[config.mk]
export PLATFORM = sky130hd
export DESIGN_NAME = mem_ctrl_arb_flat
export DESIGN_NICKNAME = d
export VERILOG_FILES = /design/src/rtl/mem_ctrl_arb_if.sv /design/src/rtl/mem_ctrl_arb.sv /design/src/flat_wrapper.sv
export SDC_FILE = /design/constraint.sdc
export NUM_CORES = 1
export LEC_CHECK = 0
export ABC_CLOCK_PERIOD_IN_PS = 2600
export CAP_MARGIN = 5
export CORE_MARGIN = 3
export CORE_UTILIZATION = 44
export CTS_CLUSTER_SIZE = 10
export DETAILED_ROUTE_END_ITERATION = 7
export PLACE_DENSITY = 0.76
export SLEW_MARGIN = 20
export SYNTH_ARGS = -nofsm -noshare
export SYNTH_HDL_FRONTEND = slang
export SYNTH_SLANG_ARGS = --single-unit
[constraint.sdc]
create_clock -name clk -period 2.6 [get_ports clk]
set_input_delay 0.52 -clock clk [delete_from_list [all_inputs] [get_ports clk]]
set_output_delay 0.52 -clock clk [all_outputs]
set_load 0.005 [all_outputs]
[src/rtl/mem_ctrl_arb_if.sv]
// Request, completion and byte-RAM signals between IF/MEM stages, the controller and the RAM.
interface mem_ctrl_arb_if #(
  parameter int unsigned ADDR_W = 32,
  parameter int unsigned WORD_W = 32
);
  logic              if_req;
  logic [ADDR_W-1:0] if_addr;
  logic              if_done;
  logic [WORD_W-1:0] if_data;
  logic              mem_req;
  logic              mem_we;
  logic [1:0]        mem_len;
  logic [ADDR_W-1:0] mem_addr;
  logic [WORD_W-1:0] mem_wdata;
  logic              mem_done;
  logic [WORD_W-1:0] mem_rdata;
  logic              busy_o;
  logic [ADDR_W-1:0] ram_addr;
  logic              ram_wr;
  logic [7:0]        ram_dout;
  logic [7:0]        ram_din;

  modport master (
    output if_req, if_addr, mem_req, mem_we, mem_len, mem_addr, mem_wdata, ram_din,
    input  if_done, if_data, mem_done, mem_rdata, busy_o, ram_addr, ram_wr, ram_dout
  );

  modport slave (
    input  if_req, if_addr, mem_req, mem_we, mem_len, mem_addr, mem_wdata, ram_din,
    output if_done, if_data, mem_done, mem_rdata, busy_o, ram_addr, ram_wr, ram_dout
  );
endinterface

[src/rtl/mem_ctrl_arb.sv]
// Arbitrates IF and MEM requests onto a byte-wide synchronous RAM, one transaction at a time,
// serialising words into little-endian byte beats.
module mem_ctrl_arb #(
  parameter int unsigned ADDR_W = 32,
  parameter int unsigned WORD_W = 32
) (
  input  logic           clk,
  input  logic           rst,
  mem_ctrl_arb_if.slave  bus
);
  localparam int unsigned BYTES  = WORD_W / 8;
  localparam int unsigned BIDX_W = $clog2(BYTES);
  localparam int unsigned CNT_W  = BIDX_W + 1;

  localparam logic [1:0] IDLE  = 2'd0;
  localparam logic [1:0] READ  = 2'd1;
  localparam logic [1:0] WRITE = 2'd2;
  localparam logic [1:0] DONE  = 2'd3;

  logic [1:0]        state_q, state_d;
  logic              owner_mem_q, owner_mem_d;
  logic [CNT_W-1:0]  n_q, n_d;
  logic [CNT_W-1:0]  cyc_q, cyc_d;
  logic [WORD_W-1:0] wdata_q, wdata_d;
  logic [WORD_W-1:0] rbuf_q, rbuf_d;
  logic [ADDR_W-1:0] addr_q, addr_d;
  logic              wr_q, wr_d;
  logic [7:0]        dout_q, dout_d;
  logic              if_done_q, if_done_d;
  logic              mem_done_q, mem_done_d;
  logic [WORD_W-1:0] if_data_q, if_data_d;
  logic [WORD_W-1:0] mem_rdata_q, mem_rdata_d;
  logic              busy_q, busy_d;
  logic [BIDX_W-1:0] cap_idx, wr_idx;

  // Read data lags the address by one cycle, so cycle t captures byte t-1.
  assign cap_idx = BIDX_W'(cyc_q - CNT_W'(1));
  assign wr_idx  = BIDX_W'(cyc_q + CNT_W'(1));

  always_ff @(posedge clk) begin
    if (rst) begin
      state_q     <= IDLE;
      owner_mem_q <= 1'b0;
      n_q         <= '0;
      cyc_q       <= '0;
      wdata_q     <= '0;
      rbuf_q      <= '0;
      addr_q      <= '0;
      wr_q        <= 1'b0;
      dout_q      <= '0;
      if_done_q   <= 1'b0;
      mem_done_q  <= 1'b0;
      if_data_q   <= '0;
      mem_rdata_q <= '0;
      busy_q      <= 1'b0;
    end else begin
      state_q     <= state_d;
      owner_mem_q <= owner_mem_d;
      n_q         <= n_d;
      cyc_q       <= cyc_d;
      wdata_q     <= wdata_d;
      rbuf_q      <= rbuf_d;
      addr_q      <= addr_d;
      wr_q        <= wr_d;
      dout_q      <= dout_d;
      if_done_q   <= if_done_d;
      mem_done_q  <= mem_done_d;
      if_data_q   <= if_data_d;
      mem_rdata_q <= mem_rdata_d;
      busy_q      <= busy_d;
    end
  end

  always_comb begin
    state_d     = state_q;
    owner_mem_d = owner_mem_q;
    n_d         = n_q;
    cyc_d       = cyc_q;
    wdata_d     = wdata_q;
    rbuf_d      = rbuf_q;
    addr_d      = addr_q;
    wr_d        = 1'b0;
    dout_d      = dout_q;
    if_done_d   = 1'b0;
    mem_done_d  = 1'b0;
    if_data_d   = if_data_q;
    mem_rdata_d = mem_rdata_q;

    case (state_q)
      IDLE: begin
        // MEM wins ties; a held if_req is picked up on a later IDLE cycle.
        if (bus.mem_req) begin
          owner_mem_d = 1'b1;
          case (bus.mem_len)
            2'd0:    n_d = CNT_W'(1);
            2'd1:    n_d = CNT_W'(2);
            default: n_d = CNT_W'(BYTES);
          endcase
          wdata_d = bus.mem_wdata;
          addr_d  = bus.mem_addr;
          cyc_d   = '0;
          rbuf_d  = '0;
          if (bus.mem_we) begin
            state_d = WRITE;
            wr_d    = 1'b1;
            dout_d  = bus.mem_wdata[7:0];
          end else begin
            state_d = READ;
          end
        end else if (bus.if_req) begin
          owner_mem_d = 1'b0;
          n_d         = CNT_W'(BYTES);
          addr_d      = bus.if_addr;
          cyc_d       = '0;
          rbuf_d      = '0;
          state_d     = READ;
        end
      end

      READ: begin
        cyc_d = cyc_q + CNT_W'(1);
        if (cyc_q + CNT_W'(1) < n_q) addr_d = addr_q + ADDR_W'(1);
        if (cyc_q != '0) rbuf_d[{cap_idx, 3'b000} +: 8] = bus.ram_din;
        if (cyc_q == n_q) begin
          state_d = DONE;
          if (owner_mem_q) begin
            mem_done_d  = 1'b1;
            mem_rdata_d = rbuf_d;
          end else begin
            if_done_d = 1'b1;
            if_data_d = rbuf_d;
          end
        end
      end

      WRITE: begin
        if (cyc_q == n_q - CNT_W'(1)) begin
          state_d    = DONE;
          mem_done_d = 1'b1;
        end else begin
          wr_d   = 1'b1;
          addr_d = addr_q + ADDR_W'(1);
          dout_d = wdata_q[{wr_idx, 3'b000} +: 8];
          cyc_d  = cyc_q + CNT_W'(1);
        end
      end

      DONE:    state_d = IDLE;
      default: state_d = IDLE;
    endcase

    busy_d = (state_d != IDLE);
  end

  assign bus.if_done   = if_done_q;
  assign bus.if_data   = if_data_q;
  assign bus.mem_done  = mem_done_q;
  assign bus.mem_rdata = mem_rdata_q;
  assign bus.busy_o    = busy_q;
  assign bus.ram_addr  = addr_q;
  assign bus.ram_wr    = wr_q;
  assign bus.ram_dout  = dout_q;
endmodule

[src/flat_wrapper.sv]
// flat-port wrapper written by rule: the top's interface ports become plain ports
module mem_ctrl_arb_flat 
#(
  parameter int unsigned ADDR_W = 32,
  parameter int unsigned WORD_W = 32
)
  (clk, rst, bus_if_req, bus_if_addr, bus_mem_req, bus_mem_we, bus_mem_len, bus_mem_addr, bus_mem_wdata, bus_ram_din, bus_if_done, bus_if_data, bus_mem_done, bus_mem_rdata, bus_busy_o, bus_ram_addr, bus_ram_wr, bus_ram_dout);
  mem_ctrl_arb_if #(.ADDR_W(ADDR_W), .WORD_W(WORD_W)) bus_i ();
  input  logic clk;
  input  logic rst;
  input wire logic [$bits(bus_i.if_req)-1:0] bus_if_req;
  input wire logic [$bits(bus_i.if_addr)-1:0] bus_if_addr;
  input wire logic [$bits(bus_i.mem_req)-1:0] bus_mem_req;
  input wire logic [$bits(bus_i.mem_we)-1:0] bus_mem_we;
  input wire logic [$bits(bus_i.mem_len)-1:0] bus_mem_len;
  input wire logic [$bits(bus_i.mem_addr)-1:0] bus_mem_addr;
  input wire logic [$bits(bus_i.mem_wdata)-1:0] bus_mem_wdata;
  input wire logic [$bits(bus_i.ram_din)-1:0] bus_ram_din;
  output wire logic [$bits(bus_i.if_done)-1:0] bus_if_done;
  output wire logic [$bits(bus_i.if_data)-1:0] bus_if_data;
  output wire logic [$bits(bus_i.mem_done)-1:0] bus_mem_done;
  output wire logic [$bits(bus_i.mem_rdata)-1:0] bus_mem_rdata;
  output wire logic [$bits(bus_i.busy_o)-1:0] bus_busy_o;
  output wire logic [$bits(bus_i.ram_addr)-1:0] bus_ram_addr;
  output wire logic [$bits(bus_i.ram_wr)-1:0] bus_ram_wr;
  output wire logic [$bits(bus_i.ram_dout)-1:0] bus_ram_dout;
  assign bus_i.if_req = bus_if_req;
  assign bus_i.if_addr = bus_if_addr;
  assign bus_i.mem_req = bus_mem_req;
  assign bus_i.mem_we = bus_mem_we;
  assign bus_i.mem_len = bus_mem_len;
  assign bus_i.mem_addr = bus_mem_addr;
  assign bus_i.mem_wdata = bus_mem_wdata;
  assign bus_i.ram_din = bus_ram_din;
  assign bus_if_done = bus_i.if_done;
  assign bus_if_data = bus_i.if_data;
  assign bus_mem_done = bus_i.mem_done;
  assign bus_mem_rdata = bus_i.mem_rdata;
  assign bus_busy_o = bus_i.busy_o;
  assign bus_ram_addr = bus_i.ram_addr;
  assign bus_ram_wr = bus_i.ram_wr;
  assign bus_ram_dout = bus_i.ram_dout;
  mem_ctrl_arb #(.ADDR_W(ADDR_W), .WORD_W(WORD_W)) u_core (.clk(clk), .rst(rst), .bus(bus_i));
endmodule
==> results of run 1 <==
## flip-flops by register name (all words and copies together) (netlist names)
signal / cells
u_core.bus.ram_dout: 8
u_core.bus.if_data: 32
u_core.bus.ram_wr: 1
u_core.n_q: 3
u_core.rbuf_q: 32
u_core.bus.mem_rdata: 32
u_core.bus.ram_addr: 32
u_core.bus.if_done: 1
u_core.owner_mem_q: 1
u_core.wdata_q: 32
u_core.cyc_q: 3
u_core.state_q: 2
u_core.bus.busy_o: 1
u_core.bus.mem_done: 1
## report_power, final
group / switching [W] / internal, W / leakage, nW
Combinational: 0.00183 / 0.00182 / 2.27
Sequential: 0.000403 / 0.00325 / 1.48
Clock: 0.00114 / 0.00165 / 0.304
## critical path, delay by kind of cell (launching register included)
kind,cells,cell delay (ns)
DFF,1,0.43
buffers and inverters,2,0.32
and+or+nand+nor,2,0.36
adders and majority gates,2,0.68
AOI/OAI and AO/OA,3,0.53
## kinds of logic (layout without fill, tap and decap cells)
logic type,after synthesis,count (layout),synth area share
DFF,181,181,0.4322
AOI/OAI and AO/OA,300,300,0.2460
muxes,47,47,0.06836
adders and majority gates,15,15,0.02239
xor gates and xnor gates,5,5,0.006865
and+or+nand+nor,337,337,0.1797
buffers and inverters,90,291,0.04448
## metrics by stage
step                power [W]  cell area [um2]  hold WS (ns)
floorplan            0.005689             8389        0.4331
global placement     0.007272            10910        0.4384
detailed placement   0.007344            10910        0.4431
CTS                   0.01015            11540        0.4523
global route          0.01067            11540        0.4703
finish                0.01009            11540        0.4498
## Yosys cell counts (8+ instances only)
master / n
a211oi_1: 83
a21oi_1: 75
a22oi_1: 33
a2bb2oi_1: 32
buf_1: 11
buf_2: 13
clkbuf_1: 51
dfxtp_1: 181
ha_1: 15
inv_1: 10
mux2i_1: 37
mux4_2: 8
nand2_1: 107
nand2b_1: 9
nand3_1: 14
nand4_1: 8
nor2_1: 139
nor3_1: 13
nor4_1: 11
o21ai_0: 35
o31ai_1: 8
## area by class of cell
| type | count | area (um2) |
|---|---|---|
| Fill cell | 1556 | 6790 |
| Multi-Input combinational cell | 704 | 4405 |
| Sequential cell | 181 | 3623 |
| Timing Repair Buffer | 249 | 2549 |
| Clock buffer | 19 | 442.9 |
| Tap cell | 229 | 286.5 |
| Clock inverter | 12 | 192.7 |
| Inverter | 11 | 41.29 |
## final timing paths
check,end,slack (ns)
worst max-delay path,u_core.bus.ram_addr[12],0.17
worst min-delay path,u_core.wdata_q[16],0.45
worst max register to register,u_core.bus.ram_addr[12],0.17
worst min register to register,u_core.wdata_q[16],0.45
## routing by layer
| metal | global-route usage | wire [um] | vias to the layer above |
|---|---|---|---|
| met5 | 0 | 0 | - |
| met4 | 0.07284 | 488 | 0 |
| met3 | 0.05589 | 1764 | 30 |
| met2 | 0.3435 | 10660 | 281 |
| met1 | 0.3162 | 11070 | 3735 |
| li1 | - | - | 3938 |
==> results.md, run 1 <==
* Status: finished, final reports clean
* Core area at 18330 um2
* Critical Path RT at 2.93 ns
* Worst-path clk slew at 0.07 ns
* Hold Buf Count CTS at 0
* Final Max Tran Viols at 0
* Total die area at 20740 um2
* Gr ovfl total at 0
* CTS tree: built
* Post-Syn Area at 8383 um2
* Final design utilization at 0.6296
* Mean Syn Cell Area at 8.598 um2
* Clock buffer depth at 2
* Crit path top cell by count: ha_1
* Startpoint Class: register
* Most frequent cells in the layout: 216 x clkdlybuf4s50_1, 181 x dfxtp_1, 139 x nor2_1
* Final setup fails at 0
* Sequential area share after synthesis at 0.4322
* Largest net degree at the start of global routing at 60
* Routed WL at 23.99 mm
* Later-pin clock latency in the skew report at 0.43 ns
* Post-synth top area share at 0.4322
* I/O pins at 219
* Average wire per standard cell at 17.07 um
* Total nets after synthesis at 1101
* CTS resizes at 0
* Critical R2R Launch: u_core.cyc_q[0]
* Post-placement setup slack at 0.1978 ns
* ANT cells at 0
* Final antenna-violating net count at 0
* Initial core utilization at 0.4573
* #FFs+latches synth at 181
* GP Congestion at 0.8338
* Slowest CP cell: dfxtp_1
* Crit. End Element: register
* Hold Path Depth at 2
* H-tree depth at 4
* Share of layout cells above drive strength 1 at 0.07653
* CP Class: register to register
* RSZ-0062 raised after global routing: false
* Setup ws final at 0.1693 ns
* Final #Nets at 1290
* Worst-path maximum fanout at 39
* Top cell type by total area after synthesis: dfxtp_1
* Commonest non-fill, non-tap cell in the layout: clkdlybuf4s50_1
* Layout Skew at 0.01317 ns
* Die height at 144.0 um
* Routed vias at 7984
* Setup TNS at 0 ns
* Setup Buffers After CTS at 0
* Data arrival, critical path at 2.76 ns
* Total track usage at 0.2257
* Clk sink count at 181
* Reg2Reg Depth at 9
* Setup crit start: u_core.cyc_q[0]
* Die W at 144.0 um
* Ys async rst share at 0
* Vias in the first global route at 7382
* Final Hold Fails at 0
* Placed Cells at 1374
* I/O Buffers at 218
* Hold Path Origin: u_core.wdata_q[16]
* F_max at 0.4114 GHz
* Initial DRT Pass Iterations at 4
* Dpl hpwl at 16.67 mm
* Number of antenna violations at the first check in global routing at 0
* Warnings from Yosys at 0
* Hold crit path type: register to register
* Row cnt at 49
* Post-synth EDFFs at 0
* Fin cells at 1405
* Predominant post-synthesis flop cell: dfxtp_1
* CP max stage delay at 0.43 ns
* Minimum clock period at 2.431 ns
* Max rail drop VDD at 536.6 uV
* Root Buffer Master: clkbuf_16
* TritonCTS Buffers at 17
* CP Cell Sequence: inv_1 -> ha_1 -> ha_1 -> nor2b_1 -> o211ai_1 -> and3_1 -> buf_12 -> a21oi_1 -> a211oi_1
* Cells after Synth at 975
* Synth area leaders: dfxtp_1 43%, a211oi_1 7.4%, nor2_1 6.2%
* DR vias/cell at 5.683
* Global-route wire length before repair at 37.90 mm
* Leak pwr at 4.052 nW
* Drc violations at 0
* Number of max-cap violations at 0
* Worst Max-Slew Pin Slew at 0.7967 ns
* Pwr dens at 874.0 nW/um2
* Initial DRC count at 628
* Final Cycle Share at 0.9349
* Cell variety after synth at 61
* Relative slew slack at 0.4644
* Area Growth Syn to Fin at 37.67%
Note: power is estimated with default switching activity, not from simulation.
==> inputs of run 2 (changes only) <==
- GPL_TIMING_DRIVEN: not set -> 0
==> run 2 against run 1 <==
Fmax is 0.90% lower. Register-to-register slack worse by 0.02 ns. Sequential power is 2% higher. Sequential share of layout area rose by 0.15 points. Total power shrank 0.76%. Count of clock-buffer cells in the layout up 1. Clock power is 11% lower. Global-route usage rose by 3.8 points.
==> results.md, run 2 (synthesized netlist as in run 1, its figures left out) <==
* Status: finished, final reports clean
* Psw at 0.003616 W (+7.5%)
* Root Buffer Master: clkbuf_16
* DR vias/cell at 5.898 (+3.8%)
* Worst-path maximum fanout at 10 (-74%)
* Clk sink count at 181 (unchanged)
* Row cnt at 49 (unchanged)
* Hold Path Depth at 2 (unchanged)
* CTS tree: built
* Total track usage at 0.2636 (+0.03791)
* Routed vias at 8575 (+7.4%)
* Average wire per standard cell at 19.29 um (+13%)
* Vias in the first global route at 8192 (+11%)
* Dpl hpwl at 20.29 mm (+22%)
* Final antenna-violating net count at 0 (unchanged)
* CP bufs+invs at 3 (+1)
* Setup ws final at 0.1472 ns (-0.02216 ns)
* Critical R2R Launch: u_core.cyc_q[0]
* Initial DRT Pass Iterations at 5 (+1)
* Total internal power at 0.006394 W (-4.9%)
* Most frequent cells in the layout: 217 x clkdlybuf4s50_1, 180 x dfxtp_1, 139 x nor2_1
* CP Cell Sequence: buf_8 -> inv_1 -> ha_4 -> ha_1 -> nor2b_1 -> o211ai_1 -> nand3_2 -> clkbuf_8 -> nor3_1 -> nor3_1
* Commonest non-fill, non-tap cell in the layout: clkdlybuf4s50_1
* Die height at 144.0 um (unchanged)
* Final #Nets at 1339 (+3.8%)
* Seq pwr share at 0.371 (+0.009)
* Area Growth Syn to Fin at 37.18%
* Leak pwr at 4.006 nW (-1.1%)
* Final Max Tran Viols at 0 (unchanged)
* Gr ovfl total at 0 (unchanged)
* Initial DRC count at 807 (+29%)
* Share of layout cells above drive strength 1 at 0.07020 (-0.006327)
* Final Cycle Share at 0.9434 (+0.008522)
* Fin area at 11500 um2 (-0.36%)
* R2r endpoint: u_core.bus.ram_addr[30]
* Drc violations at 0 (unchanged)
* I/O Buffers at 217 (-0.46%)
* Pwr dens at 870.5 nW/um2 (-0.41%)
* Clock buffer depth at 2 (unchanged)
* Worst Hold End: u_core.wdata_q[24]
* Final design utilization at 0.6273 (-0.002253)
* Final setup fails at 0 (unchanged)
* Post-placement setup slack at -0.7700 ns (-0.9678 ns)
* Core area at 18330 um2 (unchanged)
* Net Sw Frac at 0.3612 (+0.02762)
* Total die area at 20740 um2 (unchanged)
* Crit path top cell by count: nor3_1
* Layout Skew at 0.008698 ns (-0.004473 ns)
* Startpoint Class: register
* Global-route wire length before repair at 43.19 mm (+14%)
* Final Hold Fails at 0 (unchanged)
* Minimum clock period at 2.453 ns (+0.02216 ns)
* Max rail drop VDD at 509.7 uV (-5.0%)
* GP Congestion at 0.9430 (+13%)
* Reg2reg setup slack at 0.15 ns (-0.02 ns)
* Crit. End Element: register
* RSZ-0062 raised after global routing: true
* TritonCTS Buffers at 17 (unchanged)
* CP Class: register to register
* Post-DP Area at 10850 um2 (-0.53%)
* Initial core utilization at 0.4573 (unchanged)
* Worst Max-Slew Pin Slew at 0.9912 ns (+0.1945 ns)
* Clk pwr share at 0.248 (-0.029)
* Data arrival, critical path at 2.74 ns (-0.02 ns)
* F_max at 0.4077 GHz (-0.90%)
* Slowest CP cell: dfxtp_4
* ANT cells at 0 (unchanged)
* H-tree depth at 4 (unchanged)
* Number of antenna violations at the first check in global routing at 0 (unchanged)
* Worst-path clk slew at 0.07 ns (about the same)
* Hold crit path type: register to register
* Setup TNS at 0 ns (unchanged)
* Relative slew slack at 0.3331 (-0.1313)
* Largest net degree at the start of global routing at 17 (-72%)
* Number of max-cap violations at 0 (unchanged)
* Later-pin clock latency in the skew report at 0.43 ns (about the same)
* CP max stage delay at 0.43 ns (about the same)
* Logic gate share of total power at 0.381 (+0.019)
* Hold Buf Count CTS at 0 (unchanged)
* Routed WL at 28.04 mm (+17%)
* Reg2Reg Depth at 10 (+1)
* I/O pins at 219 (unchanged)
* Hold Path Origin: u_core.wdata_q[24]
* Die W at 144.0 um (unchanged)
* Critical Path RT at 2.89 ns (-0.04 ns)
* Delay-heaviest family, CP: simple AND/OR/NAND/NOR gates
-- run 2: worst max path at each step --
stage | startpoint | end | cells after the start
3_5_place_dp | u_core.cyc_q[0] | u_core.bus.ram_addr[6] | 10
6_report | u_core.cyc_q[0] | u_core.bus.ram_addr[30] | 10
3_3_place_gp | u_core.cyc_q[0] | u_core.bus.ram_addr[30] | 10
2_1_floorplan | u_core.cyc_q[0] | u_core.bus.ram_addr[30] | 10
4_1_cts | u_core.state_q[0] | u_core.bus.ram_addr[16] | 8
5_1_grt | u_core.cyc_q[0] | u_core.bus.ram_addr[30] | 10
-- run 2: tightest hold or removal path: stages, from the launching register on --
cell	delay (ns)
dfxtp_1	0.31
nand2_1	0.05
a21oi_1	0.05
-- run 2: routing by layer --
| metal | wire length [um] | vias to the layer above | global-route usage |
|---|---|---|---|
| li1 | - | 4043 | - |
| met5 | 0 | - | 0 |
| met2 | 12850 | 465 | 0.4174 |
| met4 | 547 | 0 | 0.08226 |
| met1 | 12150 | 4026 | 0.3641 |
| met3 | 2490 | 41 | 0.05291 |
-- run 2: what timing repair did --
action,CTS,global route
hold endpoints to repair,0,0
buffers inserted,0,2
pin swaps,1,4
gates resized for setup,10,16
setup endpoints to repair,137,135
-- run 2: layout make-up --
| type | instances | area [um2] |
|---|---|---|
| clock inverters | 11 | 103.9 |
| well taps | 229 | 286.5 |
| fillers | 1608 | 6832 |
| repair buffers | 219 | 2187 |
| plain buffers | 79 | 364.1 |
| multi-input cells | 704 | 4443 |
| clock buffers | 20 | 446.7 |
| inverters | 11 | 41.29 |
| flip-flops and latches | 181 | 3627 |
-- run 2: stage by stage --
step	hold WS (ns)	std cells	total power, W
detailed placement	0.4474	1421	0.007403
floorplan	0.4331	975	0.005689
finish	0.4581	1454	0.01001
CTS	0.4569	1452	0.009895
global placement	0.4389	1421	0.007341
global route	0.4762	1454	0.01054
-- run 2: power by group through the flow --
stage	clock (W)	sequential [W]	combinational, W
4_1_cts	0.00249	0.00368	0.00372
5_1_grt	0.00261	0.00377	0.00416
3_5_place_dp	0	0.00373	0.00367
3_3_place_gp	0	0.00372	0.00362
2_1_floorplan	0	0.00367	0.00202
6_report	0.00248	0.00371	0.00382
==> inputs of run 3 (changes only) <==
- PLACE_DENSITY: 0.76 -> not set
- PLACE_DENSITY_LB_ADDON: not set -> 0.05
==> run 3 against run 2 <==
Hold slack got worse by 0.0049 ns. Register-to-register slack improved by 0.02 ns. Count of clock-buffer cells in the layout increased by 1. Routed wire length decreased by 0.63%. Clock skew increased by 0.0026 ns. Sequential power about the same. Highest routed layer unchanged. Worst setup slack improved by 0.017 ns. Die area unchanged. Core utilization increased by 0.23 points. First-iteration DRC count decreased by 17%.
==> results.md, run 3 (synthesized netlist as in run 1, its figures left out) <==
* Status: finished, final reports clean
* Number of antenna violations at the first check in global routing at 0 (unchanged)
* Clk sink count at 181 (unchanged)
* Hold crit path type: register to register
* Total track usage at 0.2596 (-0.003946)
* Die height at 144.0 um (unchanged)
* CP bufs+invs at 4 (+1)
* Initial DRC count at 668 (-17%)
* Worst-path clk slew at 0.07 ns (about the same)
* Hold Path Origin: u_core.wdata_q[20]
* DR vias/cell at 5.810 (-1.5%)
* Final #Nets at 1341 (+0.15%)
* Gr ovfl total at 0 (unchanged)
* Register area at 3628 um2 (about the same)
* Area Growth Syn to Fin at 37.67%
* ANT cells at 0 (unchanged)
* TritonCTS Buffers at 17 (unchanged)
* Global-route wire length before repair at 42.34 mm (-2.0%)
* Slowest CP cell: dfxtp_4
* Final Cycle Share at 0.9370 (-0.006378)
* Crit path top cell by count: buf_6
* Average wire per standard cell at 19.14 um (-0.76%)
* Smallest hold slack at 0.4532 ns (-0.004890 ns)
* Startpoint Class: register
* Delay-heaviest family, CP: buffers and inverters
* Share of layout cells above drive strength 1 at 0.07253 (+0.002331)
* Leak pwr at 4.026 nW (+0.48%)
* Number of max-cap violations at 0 (unchanged)
* Critical R2R Launch: u_core.cyc_q[0]
* Relative slew slack at 0.4802 (+0.1471)
* Fillers at 1636 (+1.7%)
* Setup crit start: u_core.cyc_q[0]
* Crit. End Element: register
* Minimum clock period at 2.436 ns (-0.01658 ns)
* Later-pin clock latency in the skew report at 0.43 ns (about the same)
* Most frequent cells in the layout: 217 x clkdlybuf4s50_1, 179 x dfxtp_1, 139 x nor2_1
* I/O pins at 219 (unchanged)
* CP Class: register to register
* Final antenna-violating net count at 0 (unchanged)
* Dpl hpwl at 19.91 mm (-1.8%)
* Vias in the first global route at 7852 (-4.2%)
* Core area at 18330 um2 (unchanged)
* Clock buffer depth at 2 (unchanged)
* Multi-input gate area at 4449 um2 (+0.14%)
* Post-DP Area at 10850 um2 (unchanged)
* F_max at 0.4105 GHz (+0.68%)
* I/O Buffers at 217 (unchanged)
* Routed WL at 27.87 mm (-0.63%)
* Total die area at 20740 um2 (unchanged)
* Fin area at 11540 um2 (+0.36%)
* Layout Skew at 0.01134 ns (+0.002643 ns)
* Worst-path maximum fanout at 10 (unchanged)
* Commonest non-fill, non-tap cell in the layout: clkdlybuf4s50_1
* Final Max Tran Viols at 0 (unchanged)
* Routed vias at 8460 (-1.3%)
* Die W at 144.0 um (unchanged)
* Data arrival, critical path at 2.79 ns (+0.05 ns)
* CP max stage delay at 0.37 ns (-0.06 ns)
* Initial core utilization at 0.4573 (unchanged)
* CTS tree: built
* Final setup fails at 0 (unchanged)
* Drc violations at 0 (unchanged)
* Final Hold Fails at 0 (unchanged)
* H-tree depth at 4 (unchanged)
* Largest net degree at the start of global routing at 17 (unchanged)
* Initial DRT Pass Iterations at 6 (+1)
* CP Cell Sequence: buf_8 -> inv_1 -> ha_4 -> ha_1 -> nor2b_1 -> o211ai_1 -> and3_4 -> buf_6 -> buf_6 -> nand2_1 -> a21oi_1
* Worst Max-Slew Pin Slew at 0.7737 ns (-0.2175 ns)
* Pwr dens at 876.0 nW/um2 (+0.64%)
* Row cnt at 49 (unchanged)
* Hold Buf Count CTS at 0 (unchanged)
* Root Buffer Master: clkbuf_16
* Max rail drop VDD at 536.9 uV (+5.3%)
* GP Congestion at 0.9120 (-3.3%)
* Critical Path RT at 2.95 ns (+0.06 ns)
-- run 3: cell count changes in the layout (fill, tap and decap cells not counted), sizes merged --
cell,before,now
buf,28,32
clkinv,4,3
bufinv,1,2
clkinvlp,4,3
clkbuf,73,72
-- run 3: metal layers --
metal / track usage / vias to the layer above / part of all wire
li1: - / 4038 / -
met5: 0 / - / 0
met2: 0.4052 / 357 / 0.45
met1: 0.3620 / 4026 / 0.45
met3: 0.05820 / 39 / 0.085
met4: 0.07631 / 0 / 0.018
-- run 3: final timing paths --
| check | to | slack, ns | cells past startpoint |
|---|---|---|---|
| setup / recovery | u_core.bus.ram_addr[4] | 0.16 | 11 |
| hold / removal | u_core.wdata_q[20] | 0.45 | 2 |
| setup reg to reg | u_core.bus.ram_addr[4] | 0.16 | 11 |
| hold reg to reg | u_core.wdata_q[20] | 0.45 | 2 |
-- run 3: power by group --
group | internal (W) | switching, W
Combinational | 0.00180 | 0.00205
Sequential | 0.00325 | 0.000424
Clock | 0.00145 | 0.00113
Total | 0.00650 | 0.00361
-- run 3: what timing repair did --
item | in CTS | in global routing
hold endpoints to repair | 0 | 0
setup endpoints to repair | 164 | 52
pin swaps | 1 | 3
setup buffers | 2 | 2
resized for setup | 14 | 11
-- run 3: layout make-up --
type / instances / share of cell area
clock buffer: 21 / 0.03903
tap: 229 / 0.02483
clock inverter: 10 / 0.01084
inverter: 11 / 0.003578
timing repair buffer: 221 / 0.1908
sequential: 181 / 0.3144
multi-input combinational: 704 / 0.3855
buffer: 79 / 0.03101
-- run 3: worst min-delay path, cell delays in order, from the launching register on --
cell and delay, ns:
dfxtp_1 0.31, nand2_1 0.05, a21oi_1 0.05
-- run 3: stage by stage --
| step | total power [W] | setup WS [ns] | utilization | instances | setup TNS (ns) |
|---|---|---|---|---|---|
| final | 0.01011 | 0.1637 | 0.6296 | 1456 | 0 |
| after floorplan | 0.005689 | 0.03077 | - | 975 | 0 |
| after global routing | 0.01064 | -0.007368 | 0.6296 | 1456 | -0.007368 |
| after CTS | 0.01003 | 0.008344 | 0.6264 | 1454 | 0 |
| after global placement | 0.007381 | -0.8273 | 0.5918 | 1421 | -72.02 |
| after detailed placement | 0.007408 | -0.8494 | 0.5918 | 1421 | -77.14 |
